<file path="src/rtl/apb5_reg_completer.sv">
// -----------------------------------------------------------------------------
// apb5_reg_completer
//
// APB5 completer in front of a bank of 32-bit control/status registers.
// Every transfer gets WAIT_STATES cycles of PREADY low before a single PREADY
// high cycle. Writes honour byte strobes. Each register has a USER_DATA_WIDTH
// user field: a write with any strobe set stores PWUSER there, and a read
// returns it on PRUSER. Decode errors raise PSLVERR and put an error code on
// PBUSER.
//
// Optional feature (macro APB_REG_PROT_CHECK_EN):
//   When defined, an unprivileged access (pprot[0] = 0) to the upper half of
//   the bank is a protection error (PBUSER = 2'b11).
//   When undefined, pprot is ignored.
//
// Ports:
//   pclk, presetn         clock, asynchronous active-low reset
//   psel, penable, pwrite APB control
//   paddr                 byte address; word index is paddr[ADDR_WIDTH-1:2]
//   pwdata, pstrb         write data, byte strobes
//   pprot                 protection; bit 0 = privileged
//   pwuser                write-data user bits
//   pready, pslverr       completer ready, transfer error (registered)
//   prdata, pruser        read data, read-data user bits (registered)
//   pbuser                response code: 00 ok, 01 range, 10 misaligned,
//                         11 protection; upper bits are 0 (registered)
//   regs_o                flattened register bank; reg i at [i*DATA_WIDTH +: DATA_WIDTH]
//   state_o               FSM state for observation: 0 IDLE, 1 SETUP_SEEN, 2 ACCESS
//
// Handshake:
//   A transfer starts with a setup cycle (psel=1, penable=0) seen while IDLE.
//   It completes on the first edge where psel, penable and pready are all
//   high. Dropping psel before that edge aborts the transfer: nothing is
//   written and the response outputs are cleared. prdata, pruser, pslverr
//   and pbuser become valid with pready. They hold until the next setup edge.
// -----------------------------------------------------------------------------
module apb5_reg_completer #(
   parameter int ADDR_WIDTH      = 12,
   parameter int DATA_WIDTH      = 32,
   parameter int NUM_REGS        = 16,
   parameter int WAIT_STATES     = 1,
   parameter int USER_DATA_WIDTH = 8,
   parameter int USER_RESP_WIDTH = 2
) (
   input  logic                           pclk,
   input  logic                           presetn,
   input  logic                           psel,
   input  logic                           penable,
   input  logic                           pwrite,
   input  logic [ADDR_WIDTH-1:0]          paddr,
   input  logic [DATA_WIDTH-1:0]          pwdata,
   input  logic [DATA_WIDTH/8-1:0]        pstrb,
   input  logic [2:0]                     pprot,
   input  logic [USER_DATA_WIDTH-1:0]     pwuser,
   output logic                           pready,
   output logic [DATA_WIDTH-1:0]          prdata,
   output logic                           pslverr,
   output logic [USER_DATA_WIDTH-1:0]     pruser,
   output logic [USER_RESP_WIDTH-1:0]     pbuser,
   output logic [NUM_REGS*DATA_WIDTH-1:0] regs_o,
   output logic [1:0]                     state_o
);

   localparam int IW = ADDR_WIDTH - 2;
   localparam int XW = (NUM_REGS > 1) ? $clog2(NUM_REGS) : 1;
   localparam int SW = DATA_WIDTH / 8;

   localparam logic [IW-1:0] NREG_I = IW'(NUM_REGS);
   localparam logic [IW-1:0] HALF_I = IW'(NUM_REGS / 2);
   localparam logic [3:0]    WS_C   = 4'(WAIT_STATES);

   typedef enum logic [1:0] {
      S_IDLE       = 2'd0,
      S_SETUP_SEEN = 2'd1,
      S_ACCESS     = 2'd2
   } state_t;

   state_t state_q, state_d;
   logic [3:0] cnt_q, cnt_d;

   // Transfer captured at the setup edge
   logic                       wr_q;
   logic [XW-1:0]              idx_q;
   logic [SW-1:0]              strb_q;
   logic [DATA_WIDTH-1:0]      wdata_q;
   logic [USER_DATA_WIDTH-1:0] wuser_q;
   logic [1:0]                 err_q;

   // Register bank and per-register user bits
   logic [DATA_WIDTH-1:0]      regs_q [NUM_REGS];
   logic [USER_DATA_WIDTH-1:0] user_q [NUM_REGS];

   // Registered response outputs
   logic                       pready_q;
   logic                       pslverr_q;
   logic [DATA_WIDTH-1:0]      prdata_q;
   logic [USER_DATA_WIDTH-1:0] pruser_q;
   logic [USER_RESP_WIDTH-1:0] pbuser_q;

   // ---------------------------------------------------------------------------
   // Address decode of the live setup-phase inputs
   // ---------------------------------------------------------------------------
   logic [IW-1:0] set_idx;
   logic [1:0]    set_err;
   logic          unused_prot;

   assign set_idx     = paddr[ADDR_WIDTH-1:2];
   assign unused_prot = ^pprot;

   always_comb begin
      set_err = 2'b00;
      if (paddr[1:0] != 2'b00) begin
         set_err = 2'b10;
      end else if (set_idx >= NREG_I) begin
         set_err = 2'b01;
      end
`ifdef APB_REG_PROT_CHECK_EN
      else if (!pprot[0] && (set_idx >= HALF_I)) begin
         set_err = 2'b11;
      end
`endif
   end

   // ---------------------------------------------------------------------------
   // Response source. With WAIT_STATES = 0 the response is loaded at the
   // setup edge itself, before anything has been captured. In that case it
   // comes from the live inputs. Otherwise it comes from the captured transfer.
   // ---------------------------------------------------------------------------
   logic                       r_wr;
   logic [1:0]                 r_err;
   logic [XW-1:0]              r_idx;
   logic [DATA_WIDTH-1:0]      resp_rdata;
   logic [USER_DATA_WIDTH-1:0] resp_ruser;

   always_comb begin
      r_wr       = wr_q;
      r_err      = err_q;
      r_idx      = idx_q;
      if (state_q == S_IDLE) begin
         r_wr  = pwrite;
         r_err = set_err;
         r_idx = set_idx[XW-1:0];
      end
      resp_rdata = '0;
      resp_ruser = '0;
      if (!r_wr && (r_err == 2'b00)) begin
         resp_rdata = regs_q[r_idx];
         resp_ruser = user_q[r_idx];
      end
   end

   // ---------------------------------------------------------------------------
   // FSM next state and control strobes
   // ---------------------------------------------------------------------------
   logic setup_fire, active, abort, complete, tick, resp_load;

   always_comb begin
      setup_fire = (state_q == S_IDLE) && psel && !penable;
      active     = (state_q != S_IDLE);
      abort      = active && !psel;
      complete   = active && psel && penable && pready_q;
      tick       = active && psel && !pready_q && (cnt_q != 4'd0);
      resp_load  = (setup_fire && (WS_C == 4'd0)) || (tick && (cnt_q == 4'd1));

      cnt_d = cnt_q;
      if (setup_fire) begin
         cnt_d = WS_C;
      end else if (tick) begin
         cnt_d = cnt_q - 4'd1;
      end

      state_d = state_q;
      case (state_q)
         S_IDLE:       if (setup_fire) state_d = S_SETUP_SEEN;
         // With no wait states the transfer can already complete here.
         S_SETUP_SEEN: state_d = (abort || complete) ? S_IDLE : S_ACCESS;
         S_ACCESS:     if (abort || complete) state_d = S_IDLE;
         default:      state_d = S_IDLE;
      endcase
   end

   // ---------------------------------------------------------------------------
   // State, capture, response and register bank
   // ---------------------------------------------------------------------------
   always_ff @(posedge pclk or negedge presetn) begin
      if (!presetn) begin
         state_q   <= S_IDLE;
         cnt_q     <= '0;
         wr_q      <= 1'b0;
         idx_q     <= '0;
         strb_q    <= '0;
         wdata_q   <= '0;
         wuser_q   <= '0;
         err_q     <= 2'b00;
         pready_q  <= 1'b0;
         pslverr_q <= 1'b0;
         prdata_q  <= '0;
         pruser_q  <= '0;
         pbuser_q  <= '0;
         for (int i = 0; i < NUM_REGS; i++) begin
            regs_q[i] <= '0;
            user_q[i] <= '0;
         end
      end else begin
         state_q <= state_d;
         cnt_q   <= cnt_d;

         if (setup_fire) begin
            wr_q      <= pwrite;
            idx_q     <= set_idx[XW-1:0];
            strb_q    <= pstrb;
            wdata_q   <= pwdata;
            wuser_q   <= pwuser;
            err_q     <= set_err;
            pready_q  <= 1'b0;
            pslverr_q <= 1'b0;
            prdata_q  <= '0;
            pruser_q  <= '0;
            pbuser_q  <= '0;
         end

         if (resp_load) begin
            pready_q  <= 1'b1;
            pslverr_q <= (r_err != 2'b00);
            pbuser_q  <= USER_RESP_WIDTH'(r_err);
            prdata_q  <= resp_rdata;
            pruser_q  <= resp_ruser;
         end

         if (complete) begin
            pready_q <= 1'b0;
            if (wr_q && (err_q == 2'b00)) begin
               for (int k = 0; k < SW; k++) begin
                  if (strb_q[k]) regs_q[idx_q][k*8 +: 8] <= wdata_q[k*8 +: 8];
               end
               if (|strb_q) user_q[idx_q] <= wuser_q;
            end
         end

         if (abort) begin
            pready_q  <= 1'b0;
            pslverr_q <= 1'b0;
            pbuser_q  <= '0;
         end
      end
   end

   assign pready  = pready_q;
   assign pslverr = pslverr_q;
   assign prdata  = prdata_q;
   assign pruser  = pruser_q;
   assign pbuser  = pbuser_q;
   assign state_o = state_q;

   for (genvar i = 0; i < NUM_REGS; i++) begin : g_regs_out
      assign regs_o[i*DATA_WIDTH +: DATA_WIDTH] = regs_q[i];
   end

endmodule

</file>
<file path="config.mk">
export PLATFORM = sky130hd
export DESIGN_NAME = apb5_reg_completer
export DESIGN_NICKNAME = d
export VERILOG_FILES = /design/src/rtl/apb5_reg_completer.sv
export SDC_FILE = /design/constraint.sdc
export NUM_CORES = 1
export LEC_CHECK = 0
export BUFFER_PORTS_ARGS = -buffer_cell sky130_fd_sc_hd__buf_2
export CAP_MARGIN = 20
export CORE_MARGIN = 4
export CORE_UTILIZATION = 44
export DETAILED_ROUTE_END_ITERATION = 12
export GPL_TIMING_DRIVEN = 0
export HOLD_SLACK_MARGIN = 0.12
export PLACE_DENSITY_LB_ADDON = 0.08
export SLEW_MARGIN = 10
export SYNTH_ARGS = -nofsm -noshare
export SYNTH_HDL_FRONTEND = slang
export SYNTH_SLANG_ARGS = --single-unit
</file>
<file path="constraint.sdc">
create_clock -name pclk -period 4.1 [get_ports pclk]
set_clock_uncertainty 0.2 [all_clocks]
set_input_delay 0.82 -clock pclk [delete_from_list [all_inputs] [get_ports pclk]]
set_output_delay 0.82 -clock pclk [all_outputs]
set_load 0.02 [all_outputs]
</file>
## Word-level counts from Yosys, hierarchy flattened

Index checks and enable logic that the tools add are counted.

| word-level totals | value |
|---|---|
| input bits | 64 |
| flip-flop bits (word level) | 741 |
| output and inout bits | 558 |

| cells by class | value |
|---|---|
| equal/unequal tests | 5 |
| reduce and logical (&&, ||, !) cells | 32 |
| bitwise operators | 2 |
| muxes and demuxes | 57 |
| add/sub/neg operators | 1 |
| $lt $le $gt $ge | 4 |

Operators with widths:

| kind | number |
|---|---|
| two-way mux 512 bit | 10 |
| bitwise mux 512 bit | 4 |
| demux 32 bit (select 4 bit) | 4 |
| two-way mux 32 bit | 6 |
| binary-select mux 32 bit (select 4 bit) | 1 |
| bitwise mux 128 bit | 1 |
| two-way mux 8 bit | 7 |
| binary-select mux 8 bit (select 4 bit) | 1 |
| demux 8 bit (select 4 bit) | 1 |
| two-way mux 24 bit | 1 |
| two-way mux 16 bit | 1 |
| two-way mux 2 bit | 8 |
| logical AND 1 bit | 12 |
| two-way mux 4 bit | 3 |
| greater-or-equal comparator 10 x 5 -> 1 bit, second input constant | 1 |
| greater-or-equal comparator 5 bit, second input constant | 2 |
| inverter 4 -> 5 bit | 2 |
| nonzero test 2 bit | 5 |
| two-way mux 1 bit | 8 |
| nonzero test 4 bit | 2 |
| zero test 2 bit | 3 |
| one-hot mux 2 bit (3 select lines) | 1 |
| < comparator 5 x 1 -> 1 bit, second input constant | 1 |
| equality test 4 x 1 -> 1 bit, second input constant | 1 |
| other kinds (10) | 15 |

## Logic depth before layout (Yosys ltp)

Gate-level depths: netlist (run 1).

| logic depth | value |
|---|---|
| word-level depth | 19 |
| mapped depth | 10 |
| depth with buffers taken out | 8 |

## Least setup slack after synthesis (run 1)

OpenSTA, ideal clock, no wires.

| path | value |
|---|---|
| path kind | input to register |
| start | in paddr[2] |
| end | reg prdata_q[3], in the netlist prdata[3] |
| arrival | 2,287 ps |
| path buffers | 3 |
| library setup time | 128 ps |
| cell stages on the path | 9 |
| slack | 1,486 ps |
| cell sequence | or3b_1 nand2_2 buf_12 buf_8 buf_6 mux2i_1 o22ai_1 o21ai_0 nand3_1 |

| between the ends | value |
|---|---|
| word-level cells in the longest chain between the ends | 8 |
| elaborated cells between the ends (all ways) | 13 |

RTL lines:

| what | RTL line | text |
|---|---|---|
| start: declaration | 50 | `input logic [ADDR_WIDTH-1:0] paddr,` |
| greater-or-equal comparator 10 x 5 -> 1 bit | 114 | `end else if (set_idx >= NREG_I) begin` |
| two-way mux 1 bit | 114 |  |
| two-way mux 2 bit | 112 | `if (paddr[1:0] != 2'b00) begin` |
| two-way mux 2 bit | 139 | `if (state_q == S_IDLE) begin` |
| zero test 2 bit | 146 | `if (!r_wr && (r_err == 2'b00)) begin` |
| logical AND 1 bit | 146 |  |
| two-way mux 32 bit * | 146 |  |
| two-way mux 32 bit * | 222 | `if (resp_load) begin` |
| end signal: assignment | 226 | `prdata_q <= resp_rdata;` |
| end: declaration | 96 | `logic [DATA_WIDTH-1:0] prdata_q;` |

Every way passes the cells marked *; elsewhere a longest branch is shown, timed or not. The select of a mux whose other input is x is not followed.
A chain may end at the register's enable or synchronous reset.

## Worst setup path after layout (run 1)

| path | value |
|---|---|
| start | reg state_q[1], in the netlist state_o[1] |
| end | reg pruser_q[7], in the netlist pruser[7] |

| between the ends | value |
|---|---|
| word-level cells in the longest chain between the ends | 8 |
| elaborated cells between the ends (all ways) | 21 |

RTL lines:

| what | RTL line | text |
|---|---|---|
| start: declaration | 78 | `state_t state_q, state_d;` |
| start signal: assignment | 205 | `state_q <= state_d;` |
| zero test 2 bit | 139, 158 |  |
| two-way mux 4 bit | 139 |  |
| inverter 4 -> 5 bit (implied by the code) | 148 | `resp_ruser = user_q[r_idx];` |
| binary-select mux 8 bit (select 4 bit) | 148 |  |
| two-way mux 8 bit (implied by the code) (2 in series) | 148 |  |
| two-way mux 8 bit | 146 |  |
| two-way mux 8 bit | 222 |  |
| end signal: assignment | 227 | `pruser_q <= resp_ruser;` |
| end: declaration | 97 | `logic [USER_DATA_WIDTH-1:0] pruser_q;` |

Parallel ways exist; a longest one is shown, timed or not. The select of a mux whose other input is x is not followed.

==> impl_metrics.py, run 1 <==
metrics = {
    "setup_path": {
        "cp_max_fo": 10,
        "end_kind": "flip-flop",
        "start_kind": "flip-flop",
        "cp_cell_sequence": "nor2_4 -> mux2_1 -> buf_4 -> nand2_2 -> buf_1 -> o22ai_1 -> o21ai_0 -> nand3_1",
        "worstPathArrival_ns": 3.95,
        "crit_type": "flip-flop to flip-flop",
        "max_stage_delay_ns": 0.84,
        "cp_data_required_time_ns": 4.37,
        "cp_slowest_cell": "buf_1",
    },
    "sta": {
        "rsz0062_at_grt": "false",
        "drv_slew": 0,
        "whs_ns": 0.1851,
        "hold_viol": 0,
        "worst_slew_pin_slew_ns": 1.169,
        "final.min_clock_period_ns": 3.673,
        "setup_violations": 0,
        "fmax_mhz": 272.3,
        "fin_crit_sh": 0.8959,
        "maxSlewHeadroom": 0.2208,
    },
    "power": {
        "p_sw_frac": 0.3039,
        "peakVddDrop_mv": 0.3227,
        "combinationalPowerShare": 0.159,
        "p_clk_frac": 0.416,
        "power.density_mw_per_mm2": 449.7,
        "leakage_nw": 21.47,
        "p_int_w": 0.01284,
        "power_switching_w": 0.005606,
        "p_seq_frac": 0.424,
        "total_power_w": 0.01845,
    },
    "layout": {
        "drive_gt1_frac": 0.4756,
        "layout_commonest_cell": "dfrtp_1",
        "seq_area_sq_mm": 0.01854,
        "final_cell_mix": "dfrtp_1, buf_2, mux2_2, nand2_1, mux2i_1",
        "utilization": 0.5410,
        "multi_input_area_sq_mm": 0.01420,
        "nets": 3322,
        "n_fill_cell": 6622,
        "area_delta_synth_final_pct": 21.95,
    },
    "global_routing": {
        "grt_util_all_layers": 0.3350,
        "grt_max_degree": 114,
        "antenna_found_initial": 3,
        "gr-total-overflow": 0,
        "grt_pass1_vias": 26079,
        "grt_pass1_wl_mm": 195.3,
    },
    "cts": {
        "ctsLongestPathBuffers": 3,
        "clk_latency_ns": 0.64,
        "cts_resized": 0,
        "cts_htree_levels": 3,
        "ctsRootBufferMaster": "clkbuf_16",
        "hold_buffers": 1,
        "cts_setup_buffers": 0,
        "numCtsBuffers": 83,
        "cts.reportedPaths.clkPinSlew_ns": 0.06,
        "cts.sinks": 741,
        "cts_tree": "done",
    },
    "min_path": {
        "hold_path_class": "primary input to flip-flop",
    },
    "synthesis": {
        "synth_compound_area_frac": 0.04732,
        "yosys_most_used_dff": "dfrtp_1",
        "yosys.area_share.simple": 0.06957,
        "synth_edf_count": 0,
        "yosysWarnings": 0,
        "ys_seq_area_frac": 0.5513,
        "muxShareOfSynthArea": 0.3032,
        "synth-xor-area-share": 0.001042,
        "async_reset_ff_frac": 1.000,
        "syn_inst": 2540,
        "synth_fp_nets": 2607,
        "synth_fa_ha_area_frac": 0.001116,
        "synth_area_sq_mm": 0.03363,
        "ys_ff_latch": 741,
        "synth_top_family_by_area": "multiplexers",
        "yosysUniqueCellTypes": 60,
        "avgSynthCellArea_sq_um": 13.24,
    },
    "drt": {
        "dr.first_iter.drc_count": 2093,
        "ant_nets": 0,
        "vias": 25397,
        "firstDrtPassIters": 5,
        "drcViolationCount": 0,
        "routedWlPerCell_microns": 32.29,
        "viasPerCell": 5.908,
        "wirelength_mm": 138.8,
    },
    "status": {
        "status": "completed",
    },
    "floorplan": {
        "start_util": 0.4436,
        "io_pins": 622,
        "core_sq_mm": 0.07582,
        "dieHeight_microns": 284.5,
        "design.die.area_sq_mm": 0.08093,
        "die_w_microns": 284.5,
        "placementRows": 101,
    },
    "placed_design": {
        "port_buffers": 618,
        "place_congestion": 0.9253,
        "hpwl_mm": 102.4,
    },
    "job": {
        "cap_violations": 0,
    },
}
==> stage by stage <==
stage	worst slack, ns	std cells	TNS [ns]	area, sq um
2_1_floorplan	1.486	2540	0	33630
3_3_place_gp	-13.36	4136	-9823.38	37950
3_5_place_dp	0.3534	4147	0	38200
4_1_cts	0.5136	4298	0	41010
5_1_grt	0.4365	4298	0	41010
6_report	0.4269	4299	0	41020
==> power by group through the flow <==
stage | Clock [W] | Combinational (W) | Sequential [W]
floorplan | 0 | 0.00151 | 0.00786
global placement | 0 | 0.00281 | 0.00794
detailed placement | 0 | 0.00289 | 0.00795
CTS | 0.00777 | 0.00291 | 0.00781
global route | 0.00807 | 0.00305 | 0.00785
finish | 0.00768 | 0.00294 | 0.00783
==> worst max-delay path: cells and delay by family, from the launching register on <==
kind / cells / cell delay (ns)
DFF: 1 / 0.52
muxes: 1 / 0.40
AOI/OAI and AO/OA: 2 / 0.59
and+or+nand+nor: 3 / 0.74
buffers and inverters: 2 / 1.04
==> state kept, by name, indices dropped and copies added (netlist names) <==
| name | flops |
|---|---|
| regs_o | 512 |
| user_q | 128 |
| prdata | 32 |
| wdata_q | 32 |
| pruser | 8 |
| wuser_q | 8 |
| cnt_q | 4 |
| idx_q | 4 |
| strb_q | 4 |
| err_q | 2 |
| pbuser | 2 |
| state_o | 2 |
| pready | 1 |
| pslverr | 1 |
| wr_q | 1 |
==> Yosys cell counts, types with 20 or more instances <==
cell      count  area [sq um]
dfrtp_1     741         18540
mux2_2      643          7241
nand2_1     275          1032
mux2i_1     258          2582
o22ai_1     116         725.7
clkbuf_1     74         277.8
nand3_1      44         220.2
o21ai_0      44         220.2
nor2_4       42         473.0
a21oi_1      38         190.2
nor2_2       30         187.7
buf_2        28         140.1
buf_6        24         270.3
nor2_1       20         75.07
==> metal layers <==
metal | routed length, microns | share of wire | global-route usage | up-vias
met5 | 44 | 0.00032 | 0 | -
met4 | 5728 | 0.041 | 0.1235 | 6
met2 | 65290 | 0.47 | 0.5417 | 1148
met3 | 13180 | 0.095 | 0.1062 | 276
met1 | 54570 | 0.39 | 0.4245 | 13346
li1 | - | - | - | 10621
==> final timing paths <==
kind                            cells past startpoint          end  slack (ns)  startpoint
min in group asynchronous                           2  regs_o[474]        0.61     presetn
worst max-delay path                                8    pruser[7]        0.43  state_o[1]
worst max register to register                      8    pruser[7]        0.43  state_o[1]
worst min register to register                      2   prdata[15]        0.27  prdata[15]
max in group asynchronous                           4   regs_o[70]        1.51     presetn
worst min-delay path                                3  wdata_q[30]        0.19  pwdata[30]
==> cell type report <==
cell class | count | share of cell area
sequential | 741 | 0.4521
clock inverter | 28 | 0.007962
multi-input combinational | 1647 | 0.3462
timing repair buffer | 630 | 0.08178
antenna | 1 | 0.00006101
tap | 978 | 0.02983
clock buffer | 122 | 0.06037
inverter | 4 | 0.0003661
buffer | 148 | 0.02132
==> kinds of logic after synthesis <==
| kind of cell | after synthesis |
|---|---|
| fa+ha+maj | 3 |
| simple gates | 462 |
| compound gates | 259 |
| mux | 919 |
| buf+inv | 152 |
| xor+xnor | 4 |
| flops | 741 |
No activity file was read; power rests on OpenSTA's default activity.
==> run 2: changes to the inputs <==
--- a/config.mk
+++ b/config.mk
@@ -6,13 +6,16 @@
 export NUM_CORES = 1
 export LEC_CHECK = 0
 export BUFFER_PORTS_ARGS = -buffer_cell sky130_fd_sc_hd__buf_2
-export CAP_MARGIN = 20
+export CAP_MARGIN = 30
+export CELL_PAD_IN_SITES_DETAIL_PLACEMENT = 0
+export CELL_PAD_IN_SITES_GLOBAL_PLACEMENT = 1
 export CORE_MARGIN = 4
 export CORE_UTILIZATION = 44
 export DETAILED_ROUTE_END_ITERATION = 12
 export GPL_TIMING_DRIVEN = 0
 export HOLD_SLACK_MARGIN = 0.12
 export PLACE_DENSITY_LB_ADDON = 0.08
+export RECOVER_POWER = 50
 export SLEW_MARGIN = 10
 export SYNTH_ARGS = -nofsm -noshare
 export SYNTH_HDL_FRONTEND = slang
==> run 2 against run 1 <==
The flow now finishes with violations (max-capacitance violations, max-slew violations). Cell count is 0.30% higher. Highest routed layer unchanged. Die area stayed put. Count of clock-buffer cells in the layout is 7 higher. Maximum frequency is 4.0% lower. Utilization is 0.81 points lower. Non-clock buffer count is 9 higher. First-iteration DRC count is 5.1% lower. Critical path depth is 1 higher. Global-route usage is 0.089 points higher. Largest cell class unchanged.
==> impl_metrics.py, run 2 (synthesis gave the netlist of run 1 again) <==
metrics = {
    "status": {
        "status": "complete, but fails checks",
        "violations": "max-capacitance violations, max-slew violations",
    },
    "setup_path": {
        "max_stage_delay_ns": 0.89,
        "crit_family": "buffers and inverters",
        "worstPathArrival_ns": 4.15,
        "path_buf_inv": 4,
        "start_kind": "flip-flop",
        "cp_slowest_cell": "clkbuf_1",
        "crit_type": "flip-flop to flip-flop",
        "end_kind": "flip-flop",
        "cpMostUsedCell": "buf_2",
        "cp_data_required_time_ns": 4.42,
        "cp_max_fo": 10,
        "cp_cell_sequence": "or2_1 -> buf_2 -> or2_2 -> buf_2 -> inv_2 -> nor2_1 -> clkbuf_1 -> nand2_1 -> o31ai_1",
    },
    "drt": {
        "firstDrtPassIters": 5,
        "wirelength_mm": 139.6,
        "drcViolationCount": 0,
        "ant_nets": 0,
        "vias": 25587,
        "dr.first_iter.drc_count": 1987,
        "routedWlPerCell_microns": 32.37,
        "viasPerCell": 5.934,
    },
    "global_routing": {
        "grt_util_all_layers": 0.3359,
        "grt_max_degree": 114,
        "antenna_found_initial": 3,
        "gr-total-overflow": 0,
        "grt_pass1_wl_mm": 195.7,
        "grt_pass1_vias": 26044,
    },
    "layout": {
        "layout_commonest_cell": "dfrtp_1",
        "area_delta_synth_final_pct": 20.12,
        "drive_gt1_frac": 0.3089,
        "instances_no_fill": 4312,
        "largest_reg_flops": 512,
        "final_cell_mix": "dfrtp_1, clkbuf_1, mux2_2, nand2_1, mux2i_1",
        "utilization": 0.5328,
        "nets": 3332,
        "design_area_sq_mm": 0.04040,
    },
    "floorplan": {
        "placementRows": 101,
        "core_sq_mm": 0.07582,
        "start_util": 0.4436,
        "design.die.area_sq_mm": 0.08093,
        "die_w_microns": 284.5,
        "io_pins": 622,
        "dieHeight_microns": 284.5,
    },
    "sta": {
        "rsz0062_at_grt": "false",
        "whs_ns": 0.1757,
        "final.min_clock_period_ns": 3.824,
        "drv_slew": 189,
        "worst_slew_pin_slew_ns": 2.098,
        "setup_violations": 0,
        "fmax_mhz": 261.5,
        "hold_viol": 0,
        "maxSlewHeadroom": -0.3985,
        "fin_crit_sh": 0.9328,
    },
    "cts": {
        "cts_htree_levels": 3,
        "cts_setup_buffers": 0,
        "cts.sinks": 741,
        "ctsRootBufferMaster": "clkbuf_16",
        "cts.reportedPaths.clkPinSlew_ns": 0.06,
        "numCtsBuffers": 84,
        "clk_latency_ns": 0.64,
        "ctsLongestPathBuffers": 3,
        "cts_tree": "done",
    },
    "power": {
        "power.density_mw_per_mm2": 456.3,
        "peakVddDrop_mv": 0.2875,
        "leakage_nw": 19.04,
    },
    "placed_design": {
        "hpwl_mm": 103.3,
        "post_dp_cell_area_sq_mm": 0.03829,
        "place_congestion": 0.8887,
        "dp_cells": 4153,
        "port_buffers": 618,
    },
    "job": {
        "cap_violations": 2,
    },
    "min_path": {
        "hold_path_class": "primary input to flip-flop",
    },
}
run 2: worst paths after layout:
check                           start     endpoint  slack [ns]  depth (start not counted)
setup / recovery           state_o[1]    pruser[6]        0.28                          9
hold / removal              pwdata[6]   wdata_q[6]        0.18                          3
setup reg to reg           state_o[1]    pruser[6]        0.28                          9
hold reg to reg            prdata[17]   prdata[17]        0.27                          2
max in group asynchronous     presetn  regs_o[196]        0.61                          5
min in group asynchronous     presetn  regs_o[474]        0.49                          2
run 2: report_power, final:
group          leakage [nW]  switching, W  internal [W]
clock                  1.38       0.00311       0.00454
combinational          7.39       0.00217      0.000786
sequential             10.3      0.000327       0.00750
total                  19.0       0.00561        0.0128
run 2: area by class of cell:
cell class | count | area (sq um)
antenna | 3 | 7.507
buffer | 148 | 875.8
clock buffer | 129 | 2556
clock inverter | 23 | 256.5
fill | 6920 | 35420
inverter | 4 | 15.01
multi-input combinational | 1647 | 14200
sequential | 741 | 18540
tap | 978 | 1224
timing repair buffer | 639 | 2723
run 2: per-layer routing:
metal  vias up  GRT usage  part of all wire
met5         -          0          0.000093
met4         2     0.1150             0.038
met3       256    0.09342             0.091
met2      1221     0.5462              0.47
met1     13432     0.4353              0.40
li1      10676          -                 -
run 2: tightest hold or removal path: stages:
cell and delay (ns):
buf_2 0.08, nand2_1 0.04, nand2_1 0.04
run 2: metrics by stage:
step | TNS (ns) | setup WS, ns | power [W]
2_1_floorplan | 0 | 1.486 | 0.009367
3_3_place_gp | -9824.96 | -13.40 | 0.01074
3_5_place_dp | 0 | 0.4486 | 0.01086
4_1_cts | 0 | 0.4743 | 0.01849
5_1_grt | 0 | 0.1446 | 0.01898
6_report | 0 | 0.2757 | 0.01844
run 2: repair_timing:
item	CTS	global route
resized for setup	0	0
hold buffers	1	0
endpoints found under the setup margin	0	0
hold endpoints to repair	53	0
==> run 3: changes to the inputs <==
--- a/config.mk
+++ b/config.mk
@@ -9,6 +9,7 @@
 export CAP_MARGIN = 30
 export CELL_PAD_IN_SITES_DETAIL_PLACEMENT = 0
 export CELL_PAD_IN_SITES_GLOBAL_PLACEMENT = 1
+export CORE_ASPECT_RATIO = 1.4
 export CORE_MARGIN = 4
 export CORE_UTILIZATION = 44
 export DETAILED_ROUTE_END_ITERATION = 12
==> run 3 against run 2 <==
The run still ends with max-capacitance violations, max-slew violations left. Worst hold slack about the same. Critical path depth unchanged. Die area is essentially flat. Register-to-register slack better by 0.16 ns. Count of clock-buffer cells in the layout is 15 lower. Wire length about the same. Maximum frequency increased by 4.5%. Critical path type unchanged. Critical endpoint is now prdata[1]. Largest power group unchanged. Highest routed layer is now met4.
==> impl_metrics.py, run 3 (synthesis gave the netlist of run 1 again) <==
metrics = {
    "status": {
        "status": "complete, but fails checks",
        "violations": "max-capacitance violations, max-slew violations",
    },
    "sta": {
        "setup_violations": 0,
        "hold_viol": 0,
        "worst_slew_pin_slew_ns": 2.102,
        "fmax_mhz": 273.2,
        "maxSlewHeadroom": -0.4011,
        "final.min_clock_period_ns": 3.660,
        "fin_crit_sh": 0.8928,
        "whs_ns": 0.1758,
        "rsz0062_at_grt": "false",
        "drv_slew": 93,
    },
    "layout": {
        "n_fill_cell": 6995,
        "area_delta_synth_final_pct": 18.65,
        "layout_commonest_cell": "dfrtp_1",
        "drive_gt1_frac": 0.2995,
        "design_area_sq_mm": 0.03991,
        "final_cell_mix": "dfrtp_1, clkbuf_1, mux2_2, nand2_1, mux2i_1",
        "nets": 3320,
        "largest_reg_flops": 512,
    },
    "setup_path": {
        "start_kind": "flip-flop",
        "end_kind": "flip-flop",
        "cp_data_required_time_ns": 4.43,
        "crit_family": "buffers and inverters",
        "path_buf_inv": 4,
        "cp_max_fo": 10,
        "max_stage_delay_ns": 0.77,
        "cp_cell_sequence": "or2_1 -> buf_2 -> or2_2 -> clkbuf_1 -> inv_2 -> nor2_1 -> clkbuf_1 -> nand2_1 -> o31ai_1",
        "crit_type": "flip-flop to flip-flop",
        "cpMostUsedCell": "clkbuf_1",
        "cp_slowest_cell": "clkbuf_1",
        "worstPathArrival_ns": 3.99,
    },
    "drt": {
        "routedWlPerCell_microns": 32.69,
        "dr.first_iter.drc_count": 1905,
        "ant_nets": 0,
        "wirelength_mm": 139.6,
        "vias": 25163,
        "drcViolationCount": 0,
        "firstDrtPassIters": 6,
        "viasPerCell": 5.892,
    },
    "floorplan": {
        "die_w_microns": 241.7,
        "core_sq_mm": 0.07549,
        "design.die.area_sq_mm": 0.08099,
        "placementRows": 119,
        "dieHeight_microns": 335.1,
        "io_pins": 622,
        "start_util": 0.4455,
    },
    "cts": {
        "ctsLongestPathBuffers": 3,
        "cts.reportedPaths.clkPinSlew_ns": 0.06,
        "cts.sinks": 741,
        "cts_tree": "done",
        "clk_latency_ns": 0.64,
        "cts_htree_levels": 3,
        "ctsRootBufferMaster": "clkbuf_16",
        "cts_setup_buffers": 0,
        "numCtsBuffers": 77,
    },
    "job": {
        "cap_violations": 1,
    },
    "power": {
        "leakage_nw": 18.80,
        "power.density_mw_per_mm2": 442.4,
        "peakVddDrop_mv": 0.3037,
    },
    "placed_design": {
        "post_dp_cell_area_sq_mm": 0.03825,
        "port_buffers": 618,
        "place_congestion": 0.9004,
        "hpwl_mm": 105.1,
    },
    "global_routing": {
        "gr-total-overflow": 0,
        "grt_util_all_layers": 0.3379,
        "grt_max_degree": 113,
        "grt_pass1_wl_mm": 197.2,
        "grt_pass1_vias": 26219,
        "antenna_found_initial": 1,
    },
    "min_path": {
        "hold_path_class": "primary input to flip-flop",
    },
}
run 3: cell count changes in the layout (fill, tap and decap cells not counted), moves of 4 or more:
| cell | previous run | this run |
|---|---|---|
| clkbuf_1 | 651 | 658 |
| clkbuf_16 | 88 | 79 |
| clkinv_2 | 13 | 9 |
| buf_8 | 12 | 8 |
| clkbuf_8 | 20 | 14 |
run 3: layout make-up:
cell class	count	area (sq um)	area share
clock inverters	14	151.4	0.003794
repair buffers	634	2690	0.06741
plain buffers	148	867.1	0.02173
flip-flops and latches	741	18540	0.4647
well taps	968	1211	0.03035
clock buffers	114	2248	0.05634
inverters	4	15.01	0.0003762
multi-input cells	1647	14180	0.3553
diodes	1	2.502	0.00006271
run 3: per-layer routing:
layer,global-route usage,part of all wire,vias up
li1,-,-,10599
met2,0.5697,0.49,1110
met5,0,0,-
met4,0.1373,0.046,0
met3,0.1002,0.088,242
met1,0.4091,0.38,13212
run 3: what timing repair did:
action                     4_1_cts  5_1_grt
hold endpoints to repair        55        0
hold buffers                     1        0
setup endpoints to repair        0        0
gates resized for setup          0        0
run 3: worst min-delay path, stage by stage:
cell	delay [ns]
buf_2	0.08
nand2_1	0.04
nand2_1	0.05
run 3: worst paths after layout:
check / slack, ns / endpoint / depth (start not counted) / start
max in group asynchronous: 0.70 / regs_o[488] / 3 / presetn
worst max-delay path: 0.44 / prdata[1] / 9 / state_o[1]
worst max register to register: 0.44 / prdata[1] / 9 / state_o[1]
worst min register to register: 0.28 / prdata[17] / 2 / prdata[17]
min in group asynchronous: 0.51 / regs_o[409] / 2 / presetn
worst min-delay path: 0.18 / wdata_q[31] / 3 / pwdata[31]
run 3: power by group:
| part | internal, W | leakage [nW] | switching [W] |
|---|---|---|---|
| clock network | 0.00396 | 1.18 | 0.00295 |
| registers | 0.00750 | 10.3 | 0.000322 |
| logic | 0.000773 | 7.35 | 0.00215 |
run 3: through the flow:
step | std cells | setup slack (ns) | power, W | utilization | TNS (ns)
6_report | 4271 | 0.4395 | 0.01765 | 0.5286 | 0
5_1_grt | 4270 | 0.2313 | 0.01817 | 0.5286 | 0
4_1_cts | 4270 | 0.5343 | 0.01773 | 0.5386 | 0
3_5_place_dp | 4141 | 0.4462 | 0.01085 | 0.5067 | 0
3_3_place_gp | 4126 | -13.30 | 0.01075 | 0.5026 | -9759.51
2_1_floorplan | 2540 | 1.486 | 0.009367 | - | 0
